$ cat config.mk
export PLATFORM = sky130hd
export DESIGN_NAME = wbs_arbiter
export DESIGN_NICKNAME = d
export VERILOG_FILES = /design/src/rtl/wbs_arbiter.sv
export SDC_FILE = /design/constraint.sdc
export NUM_CORES = 1
export LEC_CHECK = 0
export BUFFER_PORTS_ARGS = -buffer_cell sky130_fd_sc_hd__buf_2
export CAP_MARGIN = 10
export CORE_MARGIN = 3
export CORE_UTILIZATION = 36
export CTS_BUF_LIST = sky130_fd_sc_hd__clkbuf_4
export CTS_CLUSTER_SIZE = 14
export DETAILED_ROUTE_END_ITERATION = 8
export PLACE_DENSITY = 0.67
export SETUP_SLACK_MARGIN = 0.2
export SYNTH_ARGS = -nofsm -noshare
export SYNTH_HDL_FRONTEND = slang
export SYNTH_SLANG_ARGS = --single-unit
$ cat constraint.sdc
create_clock -name wb_clk_i -period 5.6 [get_ports wb_clk_i]
set_input_delay 0.28 -clock wb_clk_i [delete_from_list [all_inputs] [get_ports wb_clk_i]]
set_output_delay 0.28 -clock wb_clk_i [all_outputs]
set_load 0.02 [all_outputs]
$ cat src/rtl/wbs_arbiter.sv
// wbs_arbiter: Wishbone address decoder routing one master to windowed slaves with a bus-timeout watchdog
module wbs_arbiter #(
  parameter int NUM_SLAVES = 4,
  parameter logic [NUM_SLAVES*32-1:0] SLAVE_BASE = {32'h3000, 32'h2000, 32'h1000, 32'h0000},
  parameter logic [NUM_SLAVES*32-1:0] SLAVE_HIGH = {32'h3FFF, 32'h2FFF, 32'h1FFF, 32'h0FFF},
  parameter int TIMEOUT = 1024,
  localparam int IW = NUM_SLAVES > 1 ? $clog2(NUM_SLAVES) : 1
) (
  input  logic                     wb_clk_i,
  input  logic                     wb_rst_i,
  input  logic                     wbm_cyc_i,
  input  logic                     wbm_stb_i,
  input  logic                     wbm_we_i,
  input  logic [1:0]               wbm_sel_i,
  input  logic [31:0]              wbm_adr_i,
  input  logic [15:0]              wbm_dat_i,
  output logic [15:0]              wbm_dat_o,
  output logic                     wbm_ack_o,
  output logic                     wbm_err_o,
  output logic [NUM_SLAVES-1:0]    wbs_cyc_o,
  output logic [NUM_SLAVES-1:0]    wbs_stb_o,
  output logic                     wbs_we_o,
  output logic [1:0]               wbs_sel_o,
  output logic [31:0]              wbs_adr_o,
  output logic [15:0]              wbs_dat_o,
  input  logic [NUM_SLAVES*16-1:0] wbs_dat_i,
  input  logic [NUM_SLAVES-1:0]    wbs_ack_i,
  input  logic [NUM_SLAVES-1:0]    wbs_err_i,
  output logic [IW-1:0]            wbs_id_o,
  output logic                     timeout_o
);
  localparam int TW = $clog2(TIMEOUT) + 1;
  typedef enum logic [1:0] {IDLE, WAIT, RESP} state_t;
  state_t state_q, state_d;
  logic [NUM_SLAVES-1:0] stb_q, stb_d;
  logic we_q, we_d, ack_q, ack_d, err_q, err_d, to_q, to_d;
  logic [1:0] sel_q, sel_d;
  logic [31:0] adr_q, adr_d, hit_base;
  logic [15:0] dat_q, dat_d, rdat_q, rdat_d;
  logic [IW-1:0] id_q, id_d, hit_idx;
  logic [TW-1:0] timer_q, timer_d;
  logic hit;
  assign wbs_cyc_o = stb_q;
  assign wbs_stb_o = stb_q;
  assign wbs_we_o  = we_q;
  assign wbs_sel_o = sel_q;
  assign wbs_adr_o = adr_q;
  assign wbs_dat_o = dat_q;
  assign wbs_id_o  = id_q;
  assign wbm_dat_o = rdat_q;
  assign wbm_ack_o = ack_q;
  assign wbm_err_o = err_q;
  assign timeout_o = to_q;
  // window decode; scanning downwards lets the lowest matching index win
  always_comb begin
    hit = 1'b0;
    hit_idx = '0;
    hit_base = '0;
    for (int k = NUM_SLAVES - 1; k >= 0; k--)
      if (wbm_adr_i >= SLAVE_BASE[32*k +: 32] && wbm_adr_i <= SLAVE_HIGH[32*k +: 32]) begin
        hit = 1'b1;
        hit_idx = k[IW-1:0];
        hit_base = SLAVE_BASE[32*k +: 32];
      end
  end
  // transfer sequencing: decode in IDLE, watch the selected slave in WAIT, one response cycle in RESP
  always_comb begin
    state_d = state_q;
    stb_d = stb_q;
    we_d = we_q;
    sel_d = sel_q;
    adr_d = adr_q;
    dat_d = dat_q;
    id_d = id_q;
    timer_d = timer_q;
    rdat_d = rdat_q;
    ack_d = 1'b0;
    err_d = 1'b0;
    to_d = 1'b0;
    case (state_q)
      IDLE: if (wbm_cyc_i && wbm_stb_i) begin
        if (hit) begin
          stb_d = '0;
          stb_d[hit_idx] = 1'b1;
          we_d = wbm_we_i;
          sel_d = wbm_sel_i;
          adr_d = wbm_adr_i - hit_base;
          dat_d = wbm_dat_i;
          id_d = hit_idx;
          timer_d = '0;
          state_d = WAIT;
        end else begin
          err_d = 1'b1;
          state_d = RESP;
        end
      end
      WAIT: begin
        stb_d = '0;
        state_d = RESP;
        if (!wbm_cyc_i) state_d = IDLE;
        else if (wbs_err_i[id_q]) err_d = 1'b1;
        else if (wbs_ack_i[id_q]) begin
          ack_d = 1'b1;
          rdat_d = we_q ? rdat_q : wbs_dat_i[{id_q, 4'd0} +: 16];
        end else if (timer_q == TW'(TIMEOUT - 1)) begin
          err_d = 1'b1;
          to_d = 1'b1;
        end else begin
          stb_d = stb_q;
          state_d = WAIT;
          timer_d = &timer_q ? timer_q : timer_q + 1'b1;
        end
      end
      default: state_d = IDLE;
    endcase
  end
  // state and registered outputs
  always_ff @(posedge wb_clk_i) begin
    if (wb_rst_i) begin
      state_q <= IDLE;
      stb_q <= '0;
      we_q <= 1'b0;
      sel_q <= '0;
      adr_q <= '0;
      dat_q <= '0;
      id_q <= '0;
      timer_q <= '0;
      rdat_q <= '0;
      ack_q <= 1'b0;
      err_q <= 1'b0;
      to_q <= 1'b0;
    end else begin
      state_q <= state_d;
      stb_q <= stb_d;
      we_q <= we_d;
      sel_q <= sel_d;
      adr_q <= adr_d;
      dat_q <= dat_d;
      id_q <= id_d;
      timer_q <= timer_d;
      rdat_q <= rdat_d;
      ack_q <= ack_d;
      err_q <= err_d;
      to_q <= to_d;
    end
  end
endmodule

==> results of run 1 <==
## worst max-delay path, stage by stage (launching register included)
cell and delay [ns]:
dfxtp_1 0.92, mux4_2 0.49, or2_1 0.29, nor3b_2 0.80, nand2_1 0.12, a21oi_1 0.17
## worst max-delay path by stage
stage | slack, ns | cells after the start | endpoint
3_5_place_dp | 2.62 | 11 | wbs_adr_o[23]
5_1_grt | 2.48 | 5 | wbm_dat_o[12]
4_1_cts | 2.65 | 5 | wbm_dat_o[3]
6_report | 2.73 | 5 | wbm_dat_o[10]
2_1_floorplan | 3.11 | 11 | wbs_adr_o[15]
3_3_place_gp | 2.75 | 11 | wbs_adr_o[17]
## flip-flops by register name, indices dropped and copies added (netlist names), 2 cells and up
name	count
timer_q	11
wbs_sel_o	2
wbs_id_o	2
wbm_dat_o	16
state_q	2
wbs_dat_o	16
wbs_cyc_o	4
wbs_adr_o	32
## power by group through the flow
stage                     clock [mW]  sequential, mW  combinational (mW)
after floorplan                    0           0.649              0.0295
after global placement             0           0.649              0.0792
after detailed placement           0           0.649              0.0808
after CTS                      0.465           0.635              0.0813
after global routing           0.496           0.635              0.0884
final                          0.447           0.635              0.0810
## cell type report
cell class | instances | area, um2
Multi-Input combinational cell | 298 | 1910
Fill cell | 1056 | 5270
Tap cell | 136 | 170
Antenna cell | 1 | 2.50
Clock inverter | 6 | 114
Inverter | 3 | 11.3
Clock buffer | 10 | 75.1
Sequential cell | 89 | 1780
Timing Repair Buffer | 207 | 1040
## layout by cell type, fill, tap and decap left out, types with 3 or more instances in the layout
master / count
nand3_1: 6
nand2_1: 111
o21a_1: 19
clkbuf_4: 10
dfxtp_1: 89
a32o_1: 4
buf_2: 206
and3_1: 3
nor4_1: 5
a211oi_1: 4
a21oi_1: 62
and2_1: 4
ha_1: 3
nor3_1: 5
mux4_2: 18
bufinv_16: 3
inv_1: 3
xnor2_1: 4
nor3b_1: 3
a31o_2: 3
nor2_1: 15
## cell families (layout without fill, tap and decap cells)
| group | count (synthesis) | after routing | share of synthesized area |
|---|---|---|---|
| other | 0 | 1 | 0 |
| flip-flops | 89 | 89 | 0.464 |
| AO/OA/AOI/OAI | 104 | 104 | 0.171 |
| XOR/XNOR | 5 | 5 | 0.0114 |
| AND/OR/NAND/NOR | 166 | 166 | 0.191 |
| multiplexers | 19 | 19 | 0.108 |
| buffers and inverters | 33 | 226 | 0.0397 |
| adder cells (fa/ha/maj) | 4 | 4 | 0.0150 |
## per-layer routing
layer  wire length (um)  GRT usage  up-vias  share of wire
met5                  0          0        -              0
met1               4210      0.189     1699           0.39
li1                   -          -     1855              -
met2               5490      0.313      147           0.51
met4                197     0.0623        0          0.018
met3                930     0.0464       17          0.086
==> impl_metrics.json, run 1 <==
{
  "nets": 739,
  "yosysTopAreaCell": "dfxtp_1",
  "hold_viol": 0,
  "r2r-end": "wbm_dat_o[10]",
  "die_h_um": 109,
  "hp-class": "input pin to flop",
  "fin_total_pwr_mw": 1.16,
  "rsz0062_at_grt": "false",
  "place_area_um2": 4910,
  "maxSlewViolCount": 0,
  "hold_buffers": 0,
  "cts_resized": 0,
  "die-area_um2": 11900,
  "p_int_mw": 0.912,
  "drive_gt1_frac": 0.406,
  "synthesis.nets": 551,
  "seqPwrFrac": 0.546,
  "crit_fanout": 20,
  "initial_core_util": 0.371,
  "yosysMostFrequentCell": "nand2_1",
  "start_kind": "flop",
  "ant_nets": 0,
  "crit_path_end_kind": "flop",
  "status": "finished, final reports clean",
  "combPwrFrac": 0.070,
  "cp-startpoint": "wbs_id_o[1]",
  "holdPathEnd": "wbs_dat_o[10]",
  "hp-start": "wbm_dat_i[10]",
  "cp.arrival_ns": 3.19,
  "finalWorstSetupSlack_ns": 2.73,
  "syn-mean-instance-area_um2": 9.15,
  "synth_seq_cells": 89,
  "post-place-ws_ns": 2.62,
  "worstMarginPinSlew_ns": 1.19,
  "worstReg2RegStart": "wbs_id_o[1]",
  "post-route-period-util": 0.512,
  "syn_to_final_growth_pct": 32.8,
  "post-route-drc-count": 0,
  "num_vias": 3718,
  "synth_edf_count": 0,
  "gp_congestion": 0.827,
  "skew_ns": 0.0234,
  "cts_inserted_buffers": 9,
  "grt_pass1_vias": 3579,
  "clkPwrFrac": 0.384,
  "syn_inst": 420,
  "cts_setup_buffers": 0,
  "synth_area_um2": 3840,
  "totalNegativeSetupSlack_ns": 0,
  "p_sw_frac": 0.216,
  "ctsRootBufferMaster": "clkbuf_4",
  "ys.warnings.count": 0,
  "routedWlPerCell_um": 14.4,
  "crit_type": "flop to flop",
  "io_pins": 207,
  "grt_start_max_net_pins": 65,
  "worstSkewPairLatency_ns": 0.41,
  "hold_depth": 3,
  "p_leak_nw": 2.20,
  "ys_types": 48,
  "synth_top_flop_cell": "dfxtp_1",
  "p_sw_mw": 0.251,
  "rows": 37,
  "overflow": 0,
  "synth_top_area_share": 0.464,
  "synth_area_leaders": "dfxtp_1 (46%), nand2_1 (11%), mux4_2 (11%)",
  "globalRouteTotalUtil": 0.171,
  "port_buffers": 206,
  "htree_levels": 3,
  "grt_pass1_wl_um": 16200,
  "clockBufferDepth": 2,
  "fin_crit_ns": 2.87,
  "drt_wl_total_um": 10800,
  "whs_ns": 0.0841,
  "rr_worst_depth": 5,
  "dp.cells": 733,
  "drtIter0Drc": 178,
  "layoutNonFillerInstCount": 750,
  "fmax_mhz": 349,
  "antenna_found_initial": 1,
  "peakVddDrop_mv": 0.132,
  "viasPerCell": 4.96,
  "netlist_top_cells_count": "nand2_1 (111), dfxtp_1 (89), a21oi_1 (62), o21a_1 (19), mux4_2 (18)",
  "hpwl_um": 8130,
  "seq_area_frac_synth": 0.464,
  "fin_util": 0.492,
  "setup_viol": 0,
  "relSlewSlack": 0.208,
  "cp.required_ns": 5.93,
  "cts_tree": "built",
  "cap_viol_max_count": 0,
  "clkSlewWorstSetupHoldPaths_ns": 0.14,
  "finalInstanceArea_um2": 5100,
  "die_w_um": 109,
  "core_um2": 10400,
  "power.density_nw_per_um2": 228,
  "cts.sinks": 89,
  "rrSetupSlack_ns": 2.73,
  "async_reset_ff_frac": 0,
  "drt-pass1-iter-count": 4
}
No activity file was read; power rests on OpenSTA's default activity.
==> run 2: changes to the inputs <==
==> constraint.sdc (replaced) <==
create_clock -name wb_clk_i -period 2.8 [get_ports wb_clk_i]
set_input_delay 0.14 -clock wb_clk_i [delete_from_list [all_inputs] [get_ports wb_clk_i]]
set_output_delay 0.14 -clock wb_clk_i [all_outputs]
set_load 0.02 [all_outputs]
==> run 2 against run 1 <==
Net effect:
- final area increased by 6.3%
- clock power increased by 51%
- total power increased by 85%
==> impl_metrics.json, run 2 (same netlist as run 1, synthesis figures left out) <==
{
  "rsz0062_at_grt": "false",
  "ant_nets": 0,
  "fin_util": 0.523,
  "htree_levels": 3,
  "totalNegativeSetupSlack_ns": 0,
  "path_buf_inv": 0,
  "overflow": 0,
  "die-area_um2": 11900,
  "port_buffers": 206,
  "power.density_nw_per_um2": 396,
  "cap_viol_max_count": 0,
  "place_area_um2": 4980,
  "post-route-drc-count": 0,
  "whs_ns": 0.0843,
  "worstMarginPinSlew_ns": 0.695,
  "cts.sinks": 89,
  "crit_type": "flop to flop",
  "final_common_cell": "buf_2",
  "fin_crit_ns": 2.44,
  "core_um2": 10400,
  "antenna_found_initial": 1,
  "cts_inserted_buffers": 9,
  "viasPerCell": 5.01,
  "hold_depth": 2,
  "initial_core_util": 0.371,
  "grt_pass1_vias": 3840,
  "cp_slowest_cell": "nor4_1",
  "cts_tree": "built",
  "layoutNonFillerInstCount": 788,
  "peakVddDrop_mv": 0.224,
  "globalRouteTotalUtil": 0.184,
  "syn_to_final_growth_pct": 41.1,
  "nets": 778,
  "io_pins": 207,
  "cp.depth": 5,
  "finalWorstSetupSlack_ns": 0.359,
  "maxSlewViolCount": 0,
  "drtIter0Drc": 187,
  "rows": 37,
  "max_stage_delay_ns": 0.64,
  "drt_wl_total_um": 11600,
  "post-route-period-util": 0.872,
  "post-place-ws_ns": 0.261,
  "n_fill_cell": 978,
  "drive_gt1_frac": 0.389,
  "start_kind": "flop",
  "crit_chain": "nor4_1 > a31oi_1 > a211oi_1 > a21oi_1 > a31o_2",
  "ctsRootBufferMaster": "clkbuf_4",
  "setup_viol": 0,
  "num_vias": 3949,
  "clkSlewWorstSetupHoldPaths_ns": 0.13,
  "crit_path_end_kind": "flop",
  "routedWlPerCell_um": 14.7,
  "hold_viol": 0,
  "hpwl_um": 8380,
  "drt-pass1-iter-count": 4,
  "cp.required_ns": 3.11,
  "clockBufferDepth": 2,
  "cp.arrival_ns": 2.76,
  "grt_start_max_net_pins": 43,
  "skew_ns": 0.0125,
  "gp_congestion": 0.853,
  "p_leak_nw": 2.35,
  "dp.cells": 740,
  "rr_worst_depth": 5,
  "rrSetupSlack_ns": 0.36,
  "relSlewSlack": 0.536,
  "crit_fanout": 10,
  "hp-class": "input pin to flop",
  "layout.cells.most_common_list": "buf_2 (206), nand2_1 (111), dfxtp_1 (89)",
  "die_h_um": 109,
  "die_w_um": 109,
  "finalInstanceArea_um2": 5420,
  "grt_pass1_wl_um": 17400,
  "fmax_mhz": 410,
  "largest_reg_flops": 32,
  "path_delay_family": "compound AO/OA/AOI/OAI gates",
  "cts_setup_buffers": 0,
  "status": "finished, final reports clean",
  "worstSkewPairLatency_ns": 0.42,
  "fin_total_pwr_mw": 2.15
}
-- run 2: changes by cell type in the layout (fill, tap and decap cells not counted) --
cell           before  now
buf_12              0    1
buf_4               1    7
bufinv_16           3    1
clkinv_1            0    2
clkinv_2            0    2
clkinvlp_4          2    0
dlygate4sd3_1       0   32
inv_6               1    0
-- run 2: power by group --
part | internal, mW | switching [mW]
Clock | 0.270 | 0.406
Combinational | 0.121 | 0.0804
Sequential | 1.27 | 0.00140
Total | 1.66 | 0.487
-- run 2: per-layer routing --
metal / track usage / up-vias / wire length (um)
met4: 0.0810 / 0 / 229
met5: 0 / - / 0
li1: - / 1928 / -
met2: 0.343 / 169 / 6010
met1: 0.200 / 1834 / 4480
met3: 0.0399 / 18 / 864
-- run 2: cell type report --
class	instances	area, um2	share of cell area
Clock inverter	5	47.5	0.00877
Sequential cell	89	1780	0.329
Timing Repair Buffer	246	1420	0.263
Clock buffer	10	75.1	0.0138
Multi-Input combinational cell	298	1910	0.352
Antenna cell	1	2.50	0.000462
Inverter	3	11.3	0.00208
Tap cell	136	170	0.0314
-- run 2: worst paths after layout --
path | start | to
hold reg to reg | wbs_dat_o[1] | wbs_dat_o[1]
setup reg to reg | state_q[0] | timer_q[5]
hold / removal | wbm_adr_i[13] | wbs_cyc_o[2]
setup / recovery | state_q[0] | timer_q[5]
-- run 2: what timing repair did --
item / CTS / global route
hold buffers: 32 / 0
setup endpoints to repair: 0 / 0
endpoints found under the hold margin: 32 / 0
resized for setup: 0 / 0
